**src/rtl/hilo_muldiv_unit_pkg.sv**
```systemverilog
// Shared op codes, FSM state encodings and op-classification helpers for the
// HI/LO multiply/divide unit.
package hilo_muldiv_unit_pkg;

    localparam int MD_OP_LENGTH = 4;

    typedef enum logic [MD_OP_LENGTH-1:0] {
        MD_OP_NONE  = 4'd0,
        MD_OP_MULT  = 4'd1,
        MD_OP_MULTU = 4'd2,
        MD_OP_DIV   = 4'd3,
        MD_OP_DIVU  = 4'd4,
        MD_OP_MTHI  = 4'd5,
        MD_OP_MTLO  = 4'd6,
        MD_OP_MFHI  = 4'd7,
        MD_OP_MFLO  = 4'd8
    } md_op_e;

    typedef enum logic [1:0] {
        MD_ST_IDLE  = 2'd0,
        MD_ST_RUN   = 2'd1,
        MD_ST_FIXUP = 2'd2
    } md_state_e;

    function automatic logic isMulDivOp(input logic [MD_OP_LENGTH-1:0] op);
        return (op == MD_OP_MULT) || (op == MD_OP_MULTU) ||
               (op == MD_OP_DIV)  || (op == MD_OP_DIVU);
    endfunction

    function automatic logic isDivOp(input logic [MD_OP_LENGTH-1:0] op);
        return (op == MD_OP_DIV) || (op == MD_OP_DIVU);
    endfunction

    function automatic logic isSignedOp(input logic [MD_OP_LENGTH-1:0] op);
        return (op == MD_OP_MULT) || (op == MD_OP_DIV);
    endfunction

endpackage

```
**src/rtl/hilo_muldiv_unit_iter_core.sv**
```systemverilog
// One-bit-per-cycle shift-add multiplier / restoring divider on operand
// magnitudes, with its own iteration counter.
module md_iter_core #(
    parameter int WIDTH = 32
) (
    input  logic               clk,
    input  logic               rst,
    input  logic               load_i,
    input  logic               signed_i,
    input  logic               is_div_i,
    input  logic               run_i,
    input  logic               clear_i,
    input  logic [WIDTH-1:0]   a_i,
    input  logic [WIDTH-1:0]   b_i,
    output logic               step_done_o,
    output logic               neg_a_o,
    output logic               neg_b_o,
    output logic [2*WIDTH-1:0] result_o
);

    localparam int CW = (WIDTH > 1) ? $clog2(WIDTH) : 1;
    localparam logic [CW-1:0] LAST = CW'(WIDTH - 1);

    logic [WIDTH-1:0] accHi_q, accHi_d;
    logic [WIDTH-1:0] accLo_q, accLo_d;
    logic [WIDTH-1:0] opnd_q, opnd_d;
    logic [CW-1:0]    cnt_q, cnt_d;
    logic             negA_q, negA_d;
    logic             negB_q, negB_d;
    logic             isDiv_q, isDiv_d;

    logic [WIDTH-1:0] absA, absB;
    logic [WIDTH:0]   mulSum;
    logic [WIDTH:0]   divTrial;
    logic [WIDTH:0]   divDiff;
    logic             divGe;

    assign absA = (signed_i && a_i[WIDTH-1]) ? (~a_i + 1'b1) : a_i;
    assign absB = (signed_i && b_i[WIDTH-1]) ? (~b_i + 1'b1) : b_i;

    assign mulSum   = {1'b0, accHi_q} + (accLo_q[0] ? {1'b0, opnd_q} : '0);
    assign divTrial = {accHi_q, accLo_q[WIDTH-1]};
    assign divDiff  = divTrial - {1'b0, opnd_q};
    assign divGe    = (divTrial >= {1'b0, opnd_q});

    // Multiply keeps the multiplier in accLo and shifts the product in from the
    // top; divide keeps the dividend in accLo and shifts quotient bits in below.
    always_comb begin
        accHi_d = accHi_q;
        accLo_d = accLo_q;
        opnd_d  = opnd_q;
        cnt_d   = cnt_q;
        negA_d  = negA_q;
        negB_d  = negB_q;
        isDiv_d = isDiv_q;
        if (load_i) begin
            accHi_d = '0;
            accLo_d = is_div_i ? absA : absB;
            opnd_d  = is_div_i ? absB : absA;
            cnt_d   = '0;
            negA_d  = signed_i && a_i[WIDTH-1];
            negB_d  = signed_i && b_i[WIDTH-1];
            isDiv_d = is_div_i;
        end else if (clear_i) begin
            cnt_d = '0;
        end else if (run_i) begin
            if (isDiv_q) begin
                accHi_d = divGe ? divDiff[WIDTH-1:0] : divTrial[WIDTH-1:0];
                accLo_d = {accLo_q[WIDTH-2:0], divGe};
            end else begin
                accHi_d = mulSum[WIDTH:1];
                accLo_d = {mulSum[0], accLo_q[WIDTH-1:1]};
            end
            cnt_d = (cnt_q == LAST) ? '0 : cnt_q + CW'(1);
        end
    end

    always_ff @(posedge clk or posedge rst) begin
        if (rst) begin
            accHi_q <= '0;
            accLo_q <= '0;
            opnd_q  <= '0;
            cnt_q   <= '0;
            negA_q  <= 1'b0;
            negB_q  <= 1'b0;
            isDiv_q <= 1'b0;
        end else begin
            accHi_q <= accHi_d;
            accLo_q <= accLo_d;
            opnd_q  <= opnd_d;
            cnt_q   <= cnt_d;
            negA_q  <= negA_d;
            negB_q  <= negB_d;
            isDiv_q <= isDiv_d;
        end
    end

    assign step_done_o = (cnt_q == LAST);
    assign neg_a_o     = negA_q;
    assign neg_b_o     = negB_q;
    assign result_o    = {accHi_q, accLo_q};

endmodule

```
**src/rtl/hilo_muldiv_unit.sv**
```systemverilog
// Multi-cycle MIPS-lite HI/LO multiply/divide unit: control FSM, busy/done
// handshake, sign fixup and the architectural HI/LO registers.
module hilo_muldiv_unit
    import hilo_muldiv_unit_pkg::*;
#(
    parameter int WIDTH     = 32,
    parameter bit SIGNED_EN = 1'b1
) (
    input  logic                    clk,
    input  logic                    rst,
    input  logic                    start,
    input  logic [MD_OP_LENGTH-1:0] op,
    input  logic [WIDTH-1:0]        a,
    input  logic [WIDTH-1:0]        b,
    input  logic                    flush,
    output logic                    busy,
    output logic                    done,
    output logic [WIDTH-1:0]        hi,
    output logic [WIDTH-1:0]        lo,
    output logic [WIDTH-1:0]        rdata
);

    md_state_e state_q, state_d;
    logic [WIDTH-1:0] hi_q, hi_d;
    logic [WIDTH-1:0] lo_q, lo_d;
    logic             done_q, done_d;
    logic             isDiv_q, isDiv_d;
    logic             divZero_q, divZero_d;
    logic [WIDTH-1:0] aOrig_q, aOrig_d;

    logic               coreLoad, coreRun, coreClear;
    logic               coreSigned;
    logic               stepDone, negA, negB;
    logic [2*WIDTH-1:0] coreResult;

    logic [2*WIDTH-1:0] mulFixed;
    logic [WIDTH-1:0]   quoFixed, remFixed;
    logic [WIDTH-1:0]   fixHi, fixLo;

    assign coreSigned = SIGNED_EN && isSignedOp(op);

    md_iter_core #(.WIDTH(WIDTH)) u_core (
        .clk         (clk),
        .rst         (rst),
        .load_i      (coreLoad),
        .signed_i    (coreSigned),
        .is_div_i    (isDivOp(op)),
        .run_i       (coreRun),
        .clear_i     (coreClear),
        .a_i         (a),
        .b_i         (b),
        .step_done_o (stepDone),
        .neg_a_o     (negA),
        .neg_b_o     (negB),
        .result_o    (coreResult)
    );

    // Quotient takes the XOR of the operand signs, remainder follows the
    // dividend; a zero divisor bypasses fixup so HI returns the raw dividend.
    always_comb begin
        mulFixed = (negA ^ negB) ? (~coreResult + 1'b1) : coreResult;
        quoFixed = (negA ^ negB) ? (~coreResult[WIDTH-1:0] + 1'b1)
                                 : coreResult[WIDTH-1:0];
        remFixed = negA ? (~coreResult[2*WIDTH-1:WIDTH] + 1'b1)
                        : coreResult[2*WIDTH-1:WIDTH];
        fixHi = mulFixed[2*WIDTH-1:WIDTH];
        fixLo = mulFixed[WIDTH-1:0];
        if (isDiv_q) begin
            fixHi = divZero_q ? aOrig_q : remFixed;
            fixLo = divZero_q ? '1 : quoFixed;
        end
    end

    always_comb begin
        state_d   = state_q;
        hi_d      = hi_q;
        lo_d      = lo_q;
        done_d    = 1'b0;
        isDiv_d   = isDiv_q;
        divZero_d = divZero_q;
        aOrig_d   = aOrig_q;
        coreLoad  = 1'b0;
        coreRun   = 1'b0;
        coreClear = 1'b0;
        case (state_q)
            MD_ST_IDLE: begin
                if (start && !flush) begin
                    if (isMulDivOp(op)) begin
                        coreLoad  = 1'b1;
                        isDiv_d   = isDivOp(op);
                        divZero_d = (b == '0);
                        aOrig_d   = a;
                        state_d   = MD_ST_RUN;
                    end else if (op == MD_OP_MTHI) begin
                        hi_d = a;
                    end else if (op == MD_OP_MTLO) begin
                        lo_d = a;
                    end
                end
            end
            MD_ST_RUN: begin
                if (flush) begin
                    coreClear = 1'b1;
                    state_d   = MD_ST_IDLE;
                end else begin
                    coreRun = 1'b1;
                    if (stepDone) begin
                        state_d = MD_ST_FIXUP;
                    end
                end
            end
            MD_ST_FIXUP: begin
                state_d = MD_ST_IDLE;
                if (flush) begin
                    coreClear = 1'b1;
                end else begin
                    hi_d   = fixHi;
                    lo_d   = fixLo;
                    done_d = 1'b1;
                end
            end
            default: begin
                state_d = MD_ST_IDLE;
            end
        endcase
    end

    always_ff @(posedge clk or posedge rst) begin
        if (rst) begin
            state_q   <= MD_ST_IDLE;
            hi_q      <= '0;
            lo_q      <= '0;
            done_q    <= 1'b0;
            isDiv_q   <= 1'b0;
            divZero_q <= 1'b0;
            aOrig_q   <= '0;
        end else begin
            state_q   <= state_d;
            hi_q      <= hi_d;
            lo_q      <= lo_d;
            done_q    <= done_d;
            isDiv_q   <= isDiv_d;
            divZero_q <= divZero_d;
            aOrig_q   <= aOrig_d;
        end
    end

    assign busy  = (state_q != MD_ST_IDLE);
    assign done  = done_q;
    assign hi    = hi_q;
    assign lo    = lo_q;
    assign rdata = (op == MD_OP_MFHI) ? hi_q : lo_q;

endmodule
```
**config.mk**
```make
export PLATFORM = sky130hd
export DESIGN_NAME = hilo_muldiv_unit
export DESIGN_NICKNAME = d
export VERILOG_FILES = /design/src/rtl/hilo_muldiv_unit_pkg.sv /design/src/rtl/hilo_muldiv_unit_iter_core.sv /design/src/rtl/hilo_muldiv_unit.sv
export SDC_FILE = /design/constraint.sdc
export NUM_CORES = 1
export LEC_CHECK = 0
export CAP_MARGIN = 30
export CORE_MARGIN = 10
export CORE_UTILIZATION = 40
export CTS_BUF_LIST = sky130_fd_sc_hd__clkbuf_8
export DETAILED_ROUTE_END_ITERATION = 8
export HOLD_SLACK_MARGIN = 0.05
export SKIP_LAST_GASP = 1
export SLEW_MARGIN = 20
export SYNTH_ARGS = -nofsm -noshare
export SYNTH_HDL_FRONTEND = slang
export SYNTH_SLANG_ARGS = --single-unit
```
**constraint.sdc**
```tcl
create_clock -name clk -period 6.2 [get_ports clk]
set_clock_uncertainty 0.2 [all_clocks]
set_input_delay 0.62 -clock clk [delete_from_list [all_inputs] [get_ports clk]]
set_output_delay 0.62 -clock clk [all_outputs]
set_load 0.01 [all_outputs]
```
* After elaboration in Yosys (flattened, before gate mapping)
Cells that the tools add are included.
** Word-level totals
- Output and inout port bits :: 98
- Logic and storage cells :: 119
- Bits in registers :: 205
- Input port bits :: 72
** Operators by class
- $add $sub $neg :: 8
- Reduce and logical (&&, ||, !) cells :: 21
- Mux-type cells :: 50
- Order comparisons :: 1
- Equality and inequality tests :: 19
- Bitwise logic cells :: 6
** Operators with widths (count)
- two-way mux 32 bit :: 30
- adder 32 x 1 -> 32 bit (second input constant) :: 4
- inverter 32 bit :: 4
- case mux 32 bit (2 select lines) :: 2
- adder 64 x 1 -> 64 bit (second input constant) :: 1
- two-way mux 64 bit :: 1
- inverter 64 bit :: 1
- adder 32 x 32 -> 33 bit :: 1
- >= comparator 33 x 32 -> 1 bit :: 1
- zero test 32 bit :: 1
- subtractor 32 bit :: 1
- two-way mux 5 bit :: 4
- == test 4 x 3 -> 1 bit (second input constant) :: 4
- != test 2 bit (second input constant) :: 8
- == test 4 x 2 -> 1 bit (second input constant) :: 2
- two-way mux 1 bit :: 8
- two-way mux 2 bit :: 4
- AND reduction 3 bit :: 2
- AND reduction 6 bit :: 1
- nonzero test 2 bit :: 3
- adder 5 x 1 -> 5 bit (second input constant) :: 1
- == test 5 bit (second input constant) :: 1
- logical OR 1 bit :: 5
- AND reduction 5 bit :: 1
- 12 further kinds :: 14

* Depth between registers and ports, before layout
- Word-level depth :: 9
- Depth in mapped cells :: 14
- Depth with buffers taken out :: 13

* Modules after synthesis
From an unflattened synthesis, not the netlist that was laid out.
** Unflattened totals
- Cells, all modules :: 2293
- Area total of the unflattened synthesis :: 18455.2 µm²
** Modules (own cells, without submodules)
- md_iter_core :: cells each 1407, area an instance 10807.9 µm², sequential area each 2602.5 µm², instances 1
- hilo_muldiv_unit :: cells each 886, area an instance 7647.3 µm², sequential area each 2527.4 µm², instances 1

* Least setup slack after synthesis
Ideal clock, no wire load.
- Path type :: register to register
- From :: register u_core.accLo_q[0]
- To :: register u_core.accHi_q[24]
- Stages on the path, launching flop included :: 14
- Required time :: 5.868 ns
- Clock period less this slack :: 3.379 ns
- Data arrival time :: 3.047 ns
- Setup time :: 0.132 ns
- Setup slack :: 2.821 ns
- Path buffers :: 1
- Cells stage by stage :: dfrtp_1 > inv_1 > clkbuf_1 > nor2_1 > ha_1 > a21oi_1 > a21oi_1 > a2111oi_0 > a21oi_1 > a31oi_1 > o21bai_1 > a221oi_1 > mux2i_1 > o211ai_1
** On the way
- Word-level cells in the longest chain between the ends :: 6
** Ends and longest elaborated chain
- start, declared :: RTL line hilo_muldiv_unit_iter_core.sv:25 : logic [WIDTH-1:0] accLo_q, accLo_d;
- start signal, assigned :: RTL line hilo_muldiv_unit_iter_core.sv:89 : accLo_q <= accLo_d;
- two-way mux 32 bit :: RTL line hilo_muldiv_unit_iter_core.sv:41 : assign mulSum = {1'b0, accHi_q} + (accLo_q[0] ? {1'b0, opnd_q} : '0);
- adder 32 x 32 -> 33 bit :: RTL line hilo_muldiv_unit_iter_core.sv:41
- two-way mux 32 bit :: RTL line hilo_muldiv_unit_iter_core.sv:67 : if (isDiv_q) begin
- two-way mux 32 bit :: RTL line hilo_muldiv_unit_iter_core.sv:66 : end else if (run_i) begin
- two-way mux 32 bit :: RTL line hilo_muldiv_unit_iter_core.sv:64 : end else if (clear_i) begin
- two-way mux 32 bit :: RTL line hilo_muldiv_unit_iter_core.sv:56 : if (load_i) begin
- end signal, assigned :: RTL line hilo_muldiv_unit_iter_core.sv:88 : accHi_q <= accHi_d;
- end, declared :: RTL line hilo_muldiv_unit_iter_core.sv:24 : logic [WIDTH-1:0] accHi_q, accHi_d;
No other way between the ends. The select of a mux whose other input is x is not followed.
A chain may end at the register's enable or synchronous reset.

* Worst setup path after layout
Same ends and word-level chain as after synthesis.

==> impl_metrics.ini <==
[route]
wl_mm = 75.2
ant_nets = 0
drt-initial-drc-count = 1945
wl_per_cell_um = 24.5
vias_per_cell = 6.09
dr.pass1.iters = 6
drc = 0
num_vias = 18700

[min_path]
hold_class = primary input to async pin

[floorplan]
die_y_um = 232
coreArea_sq_um = 44400
num_rows = 77
die_w_um = 232
ios = 170
initial_core_util_pct = 40.7
die_area_sq_um = 54000

[synth]
ys.flop_type = dfrtp_1
yosys-mux-area-fraction_pct = 5.13
netlist.area_leader.share_pct = 28.3
avgSynthCellArea_sq_um = 7.56
synthSimpleGateAreaFrac_pct = 20.6
ys_ff_latch = 204
ys_types = 84
synth_edf_count = 0
yosysTopAreaCell = dfrtp_1
yosysWarnings = 0
syn_inst = 2388
ys_async_sr_fraction_pct = 100
synth_xor_area_share_pct = 8.68
synth_compound_area_share_pct = 26.6
synth_nets = 2535
syn_area_sq_um = 18100
synth-adder-area-share_pct = 5.28
synth_area_leaders = dfrtp_1 28%, nand2_1 7.1%, o21ai_0 6.3%
seq_area_frac_synth_pct = 28.3
synth_top_family_by_area = compound AO/OA/AOI/OAI gates

[worst_setup_path]
reg2reg_slack_ps = 1830
startpoint_type = flip-flop
crit_path_max_fanout = 18
crit_required_ps = 6450
crit_arrival_ps = 4620
critPathCaptureType = flip-flop
critPathKind = flip-flop to flip-flop

[clocking]
cts_tree = built
ctsResizeCount = 0
max-clock-path-buffers = 3
clk_pin_slew_ps = 70
cts_made_buffers = 38
cts_setup_buffers = 0
cts_root_buf = clkbuf_8
clock_sinks = 204
clock_latency_ps = 580
postCtsHoldBufs = 0
htreeDepth = 2

[place]
place_congestion = 0.974
dp_hpwl_mm = 57.0
io_buffers = 169
dp_cells = 3000

[sta]
slew_headroom_pct = 35.4
fmax_mhz = 229
setup_tns_ps = 0
fin_crit_sh_pct = 70.6
tightestPinTransition_ps = 965
slew_violations = 0
min_period_ps = 4370
setup_violations = 0
hold_viol = 0
rsz0062_at_grt = no

[final_layout]
utilization_pct = 47.2
final_cells = 3066
finalNetCount = 2597
syn_to_final_growth_pct = 16.1
antenna_cells = 0
layout-drive-gt1-share_pct = 6.59

[global_routing]
use_met1_pct = 36.5
overflow = 0
grt_pass1_wl_mm = 113
grt_max_degree = 133
grt_usage_pct = 27.0
grt_pass1_vias = 17800
antenna_found_initial = 0
use_met3_pct = 4.76
met2_usage_pct = 41.9
top_usage_layer = met2

[pwr]
ir_worst_vdd_v = 0.000203
power.density_nw_per_um2 = 502
p_leak_nw = 8.71

[outcome]
status = finished clean

[flow_run]
cap_violations = 0
[critical path, cell delays in order (launching register included)]
cell       delay, ps
dfrtp_1          460
inv_1            490
buf_4            350
nor2_1            70
ha_1             360
a21oi_1          230
a21oi_1          130
a2111oi_0        420
a21oi_1          300
a31oi_1          390
o21bai_1         180
a221oi_1         330
mux2i_1          230
o211ai_1         100
[cell type report]
type	instances	area, sq um
tap	592	741
inverter	76	289
timing repair buffer	197	1960
clock buffer	47	647
sequential	204	5110
fill	4421	23400
clock inverter	17	149
multi-input combinational	1933	12100
[logic make-up (layout without fill, tap and decap cells)]
family                   count (synthesis)  in the layout
XOR/XNOR                               179            179
flip-flops                             204            204
adder cells (fa/ha/maj)                 75             75
buffers and inverters                  251            337
AO/OA/AOI/OAI                          781            781
multiplexers                            88             88
AND/OR/NAND/NOR                        810            810
[cells in the mapped netlist, drive strengths merged, types with 17 or more instances]
library cell  count
a31oi            29
o211ai           76
inv              76
buf              27
ha               73
a21oi           211
nor3             38
nand2           344
xor2             75
and2             17
nor2            225
a21o             33
nor4             23
clkbuf          148
dfrtp           204
o31ai            26
o21ai           243
xnor2           104
nand3            47
mux2             36
mux2i            52
o41ai            21
o22ai            35
a211oi           18
[flip-flops by register name (all words and copies together), names as in the netlist]
register and count:
done 1, state_q 2, u_core.neg_b_o 1, hi 32, u_core.neg_a_o 1, divZero_q 1
lo 32, isDiv_q 1, aOrig_q 32, u_core.accHi_q 32, u_core.opnd_q 32, u_core.accLo_q 32
u_core.cnt_q 5
[where the power goes]
group	switching [mW]	internal [mW]
Clock	0.624	0.805
Sequential	0.942	1.82
Combinational	3.81	2.52
[path summary, 6_finish.rpt]
kind | startpoint | endpoint | depth (start not counted)
hold reg to reg | aOrig_q[4]$_DFFE_PP0P_ | aOrig_q[4]$_DFFE_PP0P_ | 2
setup reg to reg | u_core.accLo_q[0]$_DFFE_PP0P_ | u_core.accHi_q[24]$_DFFE_PP0P_ | 13
min in group clk | aOrig_q[4]$_DFFE_PP0P_ | aOrig_q[4]$_DFFE_PP0P_ | 2
max in group asynchronous | rst | isDiv_q$_DFFE_PP0P_ | 3
setup / recovery | u_core.accLo_q[0]$_DFFE_PP0P_ | u_core.accHi_q[24]$_DFFE_PP0P_ | 13
hold / removal | rst | aOrig_q[19]$_DFFE_PP0P_ | 2
[stage by stage]
step	area [sq um]	power (mW)	hold WS, ps	setup slack (ps)
2_1_floorplan	18100	6.65	238	2740
3_3_place_gp	20100	8.86	253	2070
3_5_place_dp	20100	8.90	261	1980
4_1_cts	20900	10.4	176	1950
5_1_grt	21000	11.2	197	1590
6_report	21000	10.5	194	1830
[routing by layer]
metal  wire, um  up-vias  share of wire, %
li1           -     8677                 -
met1      32400     8921                43
met2      33300      916                44
met3       6630      146               8.8
met4       2910        0               3.9
met5          0        -                 0
[placed cells by master (no fill, tap or decap), types with 52 or more instances in the layout]
master,synthesis,layout
a21oi_1,211,210
clkdlybuf4s50_1,0,169
dfrtp_1,204,203
ha_1,73,72
inv_1,75,86
mux2i_1,52,52
nand2_1,343,342
nor2_1,224,224
o211ai_1,76,76
o21ai_0,228,228
xnor2_1,104,103
xor2_1,75,74
Note: power is estimated with default switching activity, not from simulation.
